$ cat src/rtl/lab2_proc_mem_port_arbiter_pkg.sv
// Shared definitions for the processor memory-port arbiter: requester ids
// and the 4B memory request/response message layouts.
package lab2_proc_mem_port_arbiter_pkg;

    localparam logic ARB_PORT_DMEM = 1'b0;
    localparam logic ARB_PORT_IMEM = 1'b1;

    localparam int unsigned MEM_REQ_4B_W  = 77;
    localparam int unsigned MEM_RESP_4B_W = 47;

    typedef struct packed {
        logic [2:0]  typ;
        logic [7:0]  opaque;
        logic [31:0] addr;
        logic [1:0]  len;
        logic [31:0] data;
    } mem_req_4b_t;

    typedef struct packed {
        logic [2:0]  typ;
        logic [7:0]  opaque;
        logic [1:0]  test;
        logic [1:0]  len;
        logic [31:0] data;
    } mem_resp_4b_t;

endpackage

$ cat src/rtl/lab2_proc_mem_port_arbiter_chk.sv
// Protocol checks for the arbiter: no memory response without an
// outstanding request, and never two requesters accepted at once.
module lab2_proc_mem_port_arbiter_chk
(
    input logic clk,
    input logic reset,
    input logic mem_resp_val,
    input logic fifo_empty,
    input logic req0_rdy,
    input logic req1_rdy
);

    resp_needs_tag_a: assert property (@(posedge clk) disable iff (reset)
        !(mem_resp_val && fifo_empty));

    single_accept_a: assert property (@(posedge clk) disable iff (reset)
        !(req0_rdy && req1_rdy));

endmodule

$ cat src/rtl/lab2_proc_mem_port_arbiter_tagq.sv
// In-order FIFO of requester ids for requests issued to memory but not yet
// answered; the head tells the response path where to steer.
module lab2_proc_mem_port_arbiter_tagq
    import lab2_proc_mem_port_arbiter_pkg::*;
#(
    parameter int unsigned p_depth = 4
)
(
    input  logic clk,
    input  logic reset,
    input  logic enq_val_i,
    input  logic enq_id_i,
    input  logic deq_val_i,
    output logic full_o,
    output logic empty_o,
    output logic head_id_o
);

    localparam int unsigned PTR_W = (p_depth > 1) ? $clog2(p_depth) : 1;
    localparam int unsigned CNT_W = $clog2(p_depth + 1);

    logic [p_depth-1:0] ids_q, ids_d;
    logic [PTR_W-1:0]   wr_ptr_q, wr_ptr_d;
    logic [PTR_W-1:0]   rd_ptr_q, rd_ptr_d;
    logic [CNT_W-1:0]   cnt_q, cnt_d;
    logic               enq_fire_s;
    logic               deq_fire_s;

    function automatic logic [PTR_W-1:0] ptr_inc(input logic [PTR_W-1:0] ptr);
        logic [PTR_W-1:0] nxt;
        if (ptr == PTR_W'(p_depth - 1)) begin
            nxt = {PTR_W{1'b0}};
        end else begin
            nxt = ptr + PTR_W'(1);
        end
        return nxt;
    endfunction

    assign full_o     = (cnt_q == CNT_W'(p_depth));
    assign empty_o    = (cnt_q == {CNT_W{1'b0}});
    assign head_id_o  = ids_q[rd_ptr_q];
    // A full queue never accepts, even when a pop happens in the same cycle.
    assign enq_fire_s = enq_val_i & ~full_o;
    assign deq_fire_s = deq_val_i & ~empty_o;

    // Next-state for storage, pointers and occupancy.
    always_comb begin
        ids_d    = ids_q;
        wr_ptr_d = wr_ptr_q;
        rd_ptr_d = rd_ptr_q;
        cnt_d    = cnt_q;
        if (enq_fire_s) begin
            ids_d[wr_ptr_q] = enq_id_i;
            wr_ptr_d        = ptr_inc(wr_ptr_q);
        end else begin
            wr_ptr_d = wr_ptr_q;
        end
        if (deq_fire_s) begin
            rd_ptr_d = ptr_inc(rd_ptr_q);
        end else begin
            rd_ptr_d = rd_ptr_q;
        end
        case ({enq_fire_s, deq_fire_s})
            2'b10:   cnt_d = cnt_q + CNT_W'(1);
            2'b01:   cnt_d = cnt_q - CNT_W'(1);
            default: cnt_d = cnt_q;
        endcase
    end

    // Queue state registers.
    always_ff @(posedge clk) begin
        if (reset) begin
            ids_q    <= {p_depth{1'b0}};
            wr_ptr_q <= {PTR_W{1'b0}};
            rd_ptr_q <= {PTR_W{1'b0}};
            cnt_q    <= {CNT_W{1'b0}};
        end else begin
            ids_q    <= ids_d;
            wr_ptr_q <= wr_ptr_d;
            rd_ptr_q <= rd_ptr_d;
            cnt_q    <= cnt_d;
        end
    end

endmodule

$ cat src/rtl/lab2_proc_mem_port_arbiter.sv
// Round-robin arbiter sharing one memory port between dmem (port 0) and
// imem (port 1); responses are steered back using an in-order id FIFO.
module lab2_proc_mem_port_arbiter
    import lab2_proc_mem_port_arbiter_pkg::*;
#(
    parameter int unsigned p_max_inflight = 4
)
(
    input  logic         clk,
    input  logic         reset,

    input  mem_req_4b_t  req0_msg,
    input  logic         req0_val,
    output logic         req0_rdy,
    input  mem_req_4b_t  req1_msg,
    input  logic         req1_val,
    output logic         req1_rdy,

    output mem_req_4b_t  mem_req_msg,
    output logic         mem_req_val,
    input  logic         mem_req_rdy,
    input  mem_resp_4b_t mem_resp_msg,
    input  logic         mem_resp_val,
    output logic         mem_resp_rdy,

    output mem_resp_4b_t resp0_msg,
    output logic         resp0_val,
    input  logic         resp0_rdy,
    output mem_resp_4b_t resp1_msg,
    output logic         resp1_val,
    input  logic         resp1_rdy
);

    logic rr_ptr_q, rr_ptr_d;
    logic grant_s;
    logic any_val_s;
    logic act_s;
    logic can_issue_s;
    logic req_fire_s;
    logic resp_fire_s;
    logic head_rdy_s;
    logic fifo_full_s;
    logic fifo_empty_s;
    logic head_id_s;

    assign act_s       = ~reset;
    assign any_val_s   = req0_val | req1_val;
    assign can_issue_s = act_s & ~fifo_full_s;

    // Grant selection: priority port on contention, otherwise the lone requester.
    always_comb begin
        grant_s = ARB_PORT_DMEM;
        if (req0_val && req1_val) begin
            grant_s = rr_ptr_q;
        end else if (req1_val) begin
            grant_s = ARB_PORT_IMEM;
        end else begin
            grant_s = ARB_PORT_DMEM;
        end
    end

    assign mem_req_msg = (grant_s == ARB_PORT_IMEM) ? req1_msg : req0_msg;
    assign mem_req_val = any_val_s & can_issue_s;
    assign req0_rdy    = (grant_s == ARB_PORT_DMEM) & can_issue_s & mem_req_rdy;
    assign req1_rdy    = (grant_s == ARB_PORT_IMEM) & can_issue_s & mem_req_rdy;
    assign req_fire_s  = mem_req_val & mem_req_rdy;

    // The port that just won yields priority to the other one.
    always_comb begin
        rr_ptr_d = rr_ptr_q;
        if (req_fire_s) begin
            rr_ptr_d = ~grant_s;
        end else begin
            rr_ptr_d = rr_ptr_q;
        end
    end

    // Round-robin priority register.
    always_ff @(posedge clk) begin
        if (reset) begin
            rr_ptr_q <= ARB_PORT_DMEM;
        end else begin
            rr_ptr_q <= rr_ptr_d;
        end
    end

    assign head_rdy_s   = (head_id_s == ARB_PORT_IMEM) ? resp1_rdy : resp0_rdy;
    assign mem_resp_rdy = act_s & ~fifo_empty_s & head_rdy_s;
    assign resp_fire_s  = mem_resp_val & mem_resp_rdy;

    assign resp0_msg = mem_resp_msg;
    assign resp1_msg = mem_resp_msg;
    assign resp0_val = act_s & mem_resp_val & ~fifo_empty_s & (head_id_s == ARB_PORT_DMEM);
    assign resp1_val = act_s & mem_resp_val & ~fifo_empty_s & (head_id_s == ARB_PORT_IMEM);

    lab2_proc_mem_port_arbiter_tagq #(
        .p_depth   (p_max_inflight)
    ) u_tagq (
        .clk       (clk),
        .reset     (reset),
        .enq_val_i (req_fire_s),
        .enq_id_i  (grant_s),
        .deq_val_i (resp_fire_s),
        .full_o    (fifo_full_s),
        .empty_o   (fifo_empty_s),
        .head_id_o (head_id_s)
    );

    lab2_proc_mem_port_arbiter_chk u_chk (
        .clk          (clk),
        .reset        (reset),
        .mem_resp_val (mem_resp_val),
        .fifo_empty   (fifo_empty_s),
        .req0_rdy     (req0_rdy),
        .req1_rdy     (req1_rdy)
    );

endmodule

$ cat config.mk
export PLATFORM = sky130hd
export DESIGN_NAME = lab2_proc_mem_port_arbiter
export DESIGN_NICKNAME = d
export VERILOG_FILES = /design/src/rtl/lab2_proc_mem_port_arbiter_pkg.sv /design/src/rtl/lab2_proc_mem_port_arbiter_chk.sv /design/src/rtl/lab2_proc_mem_port_arbiter_tagq.sv /design/src/rtl/lab2_proc_mem_port_arbiter.sv
export SDC_FILE = /design/constraint.sdc
export NUM_CORES = 1
export LEC_CHECK = 0
export BUFFER_PORTS_ARGS = -buffer_cell sky130_fd_sc_hd__buf_4
export CAP_MARGIN = 20
export CELL_PAD_IN_SITES_DETAIL_PLACEMENT = 1
export CELL_PAD_IN_SITES_GLOBAL_PLACEMENT = 1
export CORE_AREA = 2 2 152 154
export DETAILED_ROUTE_END_ITERATION = 10
export DIE_AREA = 0 0 154 156
export GPL_ROUTABILITY_DRIVEN = 0
export PLACE_DENSITY_LB_ADDON = 0.1
export SYNTH_ARGS = -nofsm -noshare
export SYNTH_HDL_FRONTEND = slang
export SYNTH_SLANG_ARGS = --single-unit
$ cat constraint.sdc
create_clock -name clk -period 3.14 [get_ports clk]
set_clock_uncertainty 0.1 [all_clocks]
set_input_delay 0.314 -clock clk [delete_from_list [all_inputs] [get_ports clk]]
set_output_delay 0.314 -clock clk [all_outputs]
set_load 0.01 [all_outputs]
Yosys cells after proc, flatten, opt, wreduce, memory -nomap -nowiden
Index checks and enable logic that the tools add are counted.
{"block": "totals", "regBits": 12, "latch_bits": 0, "ram_bits": 0, "romBits": 0, "inputBits": 209, "out_inout_bits": 177, "wordCells": 55, "n_memories": 0}
{"block": "op_classes", "n_addsub": 4, "mul": 0, "div": 0, "order_cmp": 3, "eq_ne": 5, "shift": 0, "muxes": 12, "n_bitwise": 22, "reduce_logical": 4}
{"operator": "2-to-1 mux 77 bit", "n": 1}
{"operator": "bitwise AND 1 bit", "n": 16}
{"operator": "== test 2 bit, second input constant", "n": 3}
{"operator": "< comparator 2 x 3 -> 1 bit, second input constant", "n": 2}
{"operator": "one-hot mux 3 bit (2 select lines)", "n": 1}
{"operator": "2-to-1 mux 1 bit", "n": 5}
{"operator": "NOT 1 bit", "n": 5}
{"operator": "adder 2 x 1 -> 2 bit, second input constant", "n": 2}
{"operator": "bitwise mux 4 bit", "n": 1}
{"operator": "2-to-1 mux 2 bit", "n": 2}
{"operator": "adder 3 x 1 -> 3 bit, second input constant", "n": 1}
{"operator": "== test 3 bit, second input constant", "n": 1}
{"operator": "logical NOT 3 bit", "n": 1}
{"operator": "subtractor 3 x 1 -> 3 bit, second input constant", "n": 1}
{"operator": "binary-select mux 1 bit (select 2 bit)", "n": 1}
{"operator": "demux 1 bit (select 2 bit)", "n": 1}
{"operator": "== test 2 x 1 -> 1 bit, second input constant", "n": 1}
{"operator": "greater-or-equal comparator 2 x 1 -> 1 bit, second input constant", "n": 1}
{"operator": "logical AND 1 bit", "n": 2}
{"operator": "nonzero test 2 bit", "n": 1}
{"operator": "bitwise OR 1 bit", "n": 1}

Longest topological paths before layout
{"block": "depth", "ltp_word": 8, "depth_mapped": 9, "depth_no_buf": 9}

Hierarchy
From an unflattened synthesis, not the netlist that was laid out.
{"block": "hier_totals", "hier_cells": 264, "hier_area_um2": 2403.6}
{"module": "lab2_proc_mem_port_arbiter", "instances": 1, "cells_per_inst": 199, "area_each_um2": 1775.5, "seq_area_each_um2": 20.0}
{"module": "lab2_proc_mem_port_arbiter_tagq", "instances": 1, "cells_per_inst": 65, "area_each_um2": 628.1, "seq_area_each_um2": 220.2}

Least setup slack after synthesis
No wires, ideal clock.
{"block": "synth_path", "kind": "flip-flop to flip-flop", "start": "register u_tagq.rd_ptr_q[0]", "end": "register u_tagq.cnt_q[2]", "setup_ns": 0.071, "arrival_time_ns": 2.369, "t_required_ns": 2.969, "path_slack_ns": 0.600, "stages_incl_launch_ff": 10, "period_less_slack_ns": 2.540, "cell_sequence": "dfxtp_1 > mux4_2 > mux2i_2 > nor2_2 > ha_1 > inv_1 > fa_1 > xor2_1 > or3_1 > a21oi_1"}
{"block": "synth_between", "elab_chain_cells": 8, "elab_cells_between_ends": 10}
{"element": "start, declared", "line": "lab2_proc_mem_port_arbiter_tagq.sv:24", "rtl": "logic [PTR_W-1:0] rd_ptr_q, rd_ptr_d;"}
{"element": "start signal, assigned", "line": "lab2_proc_mem_port_arbiter_tagq.sv:75", "rtl": "rd_ptr_q <= {PTR_W{1'b0}};"}
{"element": "start signal, assigned", "line": "lab2_proc_mem_port_arbiter_tagq.sv:80", "rtl": "rd_ptr_q <= rd_ptr_d;"}
{"element": "binary-select mux 1 bit (select 2 bit) *", "line": "lab2_proc_mem_port_arbiter_tagq.sv:41", "rtl": "assign head_id_o = ids_q[rd_ptr_q];"}
{"element": "2-to-1 mux 1 bit (not written as such) *", "line": "lab2_proc_mem_port_arbiter_tagq.sv:41"}
{"element": "2-to-1 mux 1 bit *", "line": "lab2_proc_mem_port_arbiter.sv:87", "rtl": "assign head_rdy_s = (head_id_s == ARB_PORT_IMEM) ? resp1_rdy : resp0_rdy;"}
{"element": "bitwise AND 1 bit *", "line": "lab2_proc_mem_port_arbiter.sv:88", "rtl": "assign mem_resp_rdy = act_s & ~fifo_empty_s & head_rdy_s;"}
{"element": "bitwise AND 1 bit *", "line": "lab2_proc_mem_port_arbiter.sv:89", "rtl": "assign resp_fire_s = mem_resp_val & mem_resp_rdy;"}
{"element": "bitwise AND 1 bit *", "line": "lab2_proc_mem_port_arbiter_tagq.sv:44", "rtl": "assign deq_fire_s = deq_val_i & ~empty_o;"}
{"element": "via u_tagq.deq_fire_s", "line": "lab2_proc_mem_port_arbiter_tagq.sv:27", "rtl": "logic deq_fire_s;"}
{"element": "== test 2 x 1 -> 1 bit or == test 2 bit (tied branches)", "line": "lab2_proc_mem_port_arbiter_tagq.sv:63", "rtl": "case ({enq_fire_s, deq_fire_s})"}
{"element": "one-hot mux 3 bit (2 select lines) or nonzero test 2 bit (tied branches)"}
{"element": "end signal, assigned", "line": "lab2_proc_mem_port_arbiter_tagq.sv:76", "rtl": "cnt_q <= {CNT_W{1'b0}};"}
{"element": "end signal, assigned", "line": "lab2_proc_mem_port_arbiter_tagq.sv:81", "rtl": "cnt_q <= cnt_d;"}
{"element": "end, declared", "line": "lab2_proc_mem_port_arbiter_tagq.sv:25", "rtl": "logic [CNT_W-1:0] cnt_q, cnt_d;"}
Mark *: on every way through the listed nets, which the timed path passes. The rest lies on a longest branch. The select of a mux whose other input is x is not followed.
A chain may end at the register's enable or synchronous reset.

Final worst setup path
Same ends and word-level chain as after synthesis.

==> impl_metrics.py <==
metrics = {
    "run_status": {
        "status": "finished clean",
    },
    "sta": {
        "hold_viol_final": 0,
        "fmax_mhz": 367,
        "finalSetupViolCount": 0,
        "fin_ws_ns": 0.417,
        "tightest_slew_ns": 0.656,
        "rsz0062_at_grt": "false",
        "slew_violations": 0,
        "finalSetupTns_ns": 0,
        "min_period_ns": 2.72,
        "max_slew_margin_pct": 56.2,
        "fin_crit_sh_pct": 86.7,
    },
    "pwr": {
        "power.density_nw_per_um2": 234,
        "peakVddDrop_v": 0.000128,
        "leakagePower_nw": 1.83,
        "p_total_mw": 0.906,
    },
    "setup_path": {
        "critPathMaxFanout": 4,
        "criticalPathCategory": "register to register",
        "crit_arrival_ns": 2.79,
        "required_ns": 3.21,
        "worstSetupStartpointType": "register",
        "end_kind": "register",
    },
    "drt": {
        "routed_via_density": 3.31,
        "wl_per_cell_um": 15.5,
        "drt-total-wl_um": 10700,
        "num_vias": 2282,
        "ant_nets": 0,
        "firstDrtPassIters": 3,
        "first_iter_violations": 45,
        "drcViolationCount": 0,
    },
    "hold_path": {
        "min_path_type": "input pin to register",
    },
    "cts": {
        "clock-sinks": 12,
        "ctsHoldBuffers": 0,
        "ctsResizeCount": 0,
        "cts_tree": "built",
        "cts_root_buffer": "clkbuf_16",
        "cts_made_buffers": 3,
        "clkTransAtPathRegs_ns": 0.04,
        "postCtsSetupBuffers": 0,
        "cts_buffer_depth": 2,
        "ctsHtreeMaxLevel": 1,
        "clk_latency_ns": 0.24,
    },
    "synth": {
        "synth.largest_area_cell": "mux2_2",
        "synthDistinctLibCells": 30,
        "ys_warn_count": 0,
        "synth_top_area_share_pct": 36.8,
        "netlist_area_um2": 2320,
        "synthCells": 259,
        "avgSynthCellArea_um2": 8.97,
        "yosysSeqAreaShare_pct": 10.3,
        "synthTopCellsByArea": "mux2_2 (37%), buf_4 (30%), dfxtp_1 (10%)",
        "ys_seq_elements": 12,
        "syn-num-nets": 475,
    },
    "placement": {
        "placed_area_um2": 3800,
        "pre_cts_ws_ns": 0.393,
        "port_buffers": 244,
        "dp_hpwl_um": 9550,
    },
    "die": {
        "core_area_um2": 22400,
        "start_util_pct": 10.4,
        "fp.dieW_um": 154,
        "chipHeight_um": 156,
        "io_pins": 386,
        "rows": 55,
        "die-area_um2": 24000,
    },
    "final_layout": {
        "final_nets": 622,
        "diodes": 0,
        "synthToLayoutAreaGrowth_pct": 66.7,
        "num-fill-cells": 2619,
        "postLayoutCellArea_um2": 3870,
        "final_util_pct": 17.3,
        "final_layout_size_suffix_gt1_share_pct": 81.9,
    },
    "grt": {
        "grt_pass1_wl_um": 15200,
        "antenna_found_initial": 0,
        "grt_pass1_vias": 2577,
        "grt_start_max_net_pins": 63,
        "grt.overflow.total": 0,
        "grtUsageTotal_pct": 8.18,
    },
    "run": {
        "drv_cap": 0,
    },
}
[state kept, by name, indices dropped and copies added (netlist names)]
register,flops
u_tagq.ids_q,4
u_tagq.rd_ptr_q,2
u_tagq.wr_ptr_q,2
u_tagq.cnt_q,3
rr_ptr_q,1
[per-stage QoR]
step	instances	hold slack [ns]
after CTS	689	0.222
after global routing	689	0.229
final	689	0.225
after global placement	686	0.371
after floorplan	259	0.330
after detailed placement	686	0.360
[placed cells by master, fill, tap and decap left out, types with 3 or more instances in the layout]
master / Yosys / final
buf_4: 94 / 245
mux2_2: 76 / 76
dfxtp_1: 12 / 12
inv_1: 9 / 9
nor2_1: 9 / 9
nand2_1: 9 / 9
mux2i_1: 6 / 6
ha_1: 6 / 6
a21oi_1: 4 / 4
nor2b_1: 3 / 3
clkbuf_16: 0 / 3
[per-layer routing]
layer / global-route usage, % / routed length [um] / vias to the layer above
met1: 7.87 / 3350 / 1059
met2: 15.7 / 5930 / 150
met4: 0.712 / 13 / 0
met5: 0 / 0 / -
li1: - / - / 1069
met3: 4.75 / 1400 / 4
[layout make-up]
type	instances	area (um2)	share of cell area, %
repair buffers	246	1860	48.0
clock buffers	3	75.1	1.94
flip-flops and latches	12	240	6.20
multi-input cells	134	1310	33.8
inverters	9	33.8	0.872
well taps	285	357	9.21
[critical path: stages (launching register included)]
cell	delay (ns)
dfxtp_1	0.39
mux4_2	0.57
mux2i_2	0.20
nor2_2	0.15
ha_1	0.20
inv_1	0.06
fa_1	0.37
xor2_1	0.17
or3_1	0.31
a21oi_1	0.14
[cell usage after synthesis]
library cell  count
o21ai_1           1
a21oi_1           4
ha_1              6
o21ai_0           2
nor2_1            9
fa_1              1
mux2_2           76
inv_1             9
or4_1             1
nor4_4            1
nor2_2            1
buf_4            94
mux2i_2           1
mux2_1            1
clkbuf_1          1
nor2b_1           3
nand2_1           9
mux2_4            1
buf_1             2
mux4_2            1
a311oi_1          1
nand3_1           1
xor2_1            2
buf_2             7
nor3_1            2
mux2i_1           6
nor3b_1           1
dfxtp_1          12
and2_1            1
or3_1             2
[cell families after synthesis]
| family | Yosys count | synth area share (%) |
|---|---|---|
| xor gates and xnor gates | 2 | 0.754 |
| DFF | 12 | 10.3 |
| muxes | 86 | 42.1 |
| adders and majority gates | 7 | 4.09 |
| AOI/OAI and AO/OA | 8 | 1.88 |
| buffers and inverters | 113 | 33.8 |
| and+or+nand+nor | 31 | 7.00 |
[path summary, 6_finish.rpt]
path,slack (ns),start,cells after the start,endpoint
max,0.42,u_tagq.rd_ptr_q[0],9,u_tagq.cnt_q[2]
min,0.23,req1_val,2,rr_ptr_q
min reg2reg,0.36,u_tagq.ids_q[0],2,u_tagq.ids_q[0]
max reg2reg,0.42,u_tagq.rd_ptr_q[0],9,u_tagq.cnt_q[2]
[report_power, final]
group | internal (mW) | switching [mW]
combinational | 0.324 | 0.189
clock | 0.166 | 0.0634
sequential | 0.158 | 0.00539
Power figures use the tool's default switching activity.
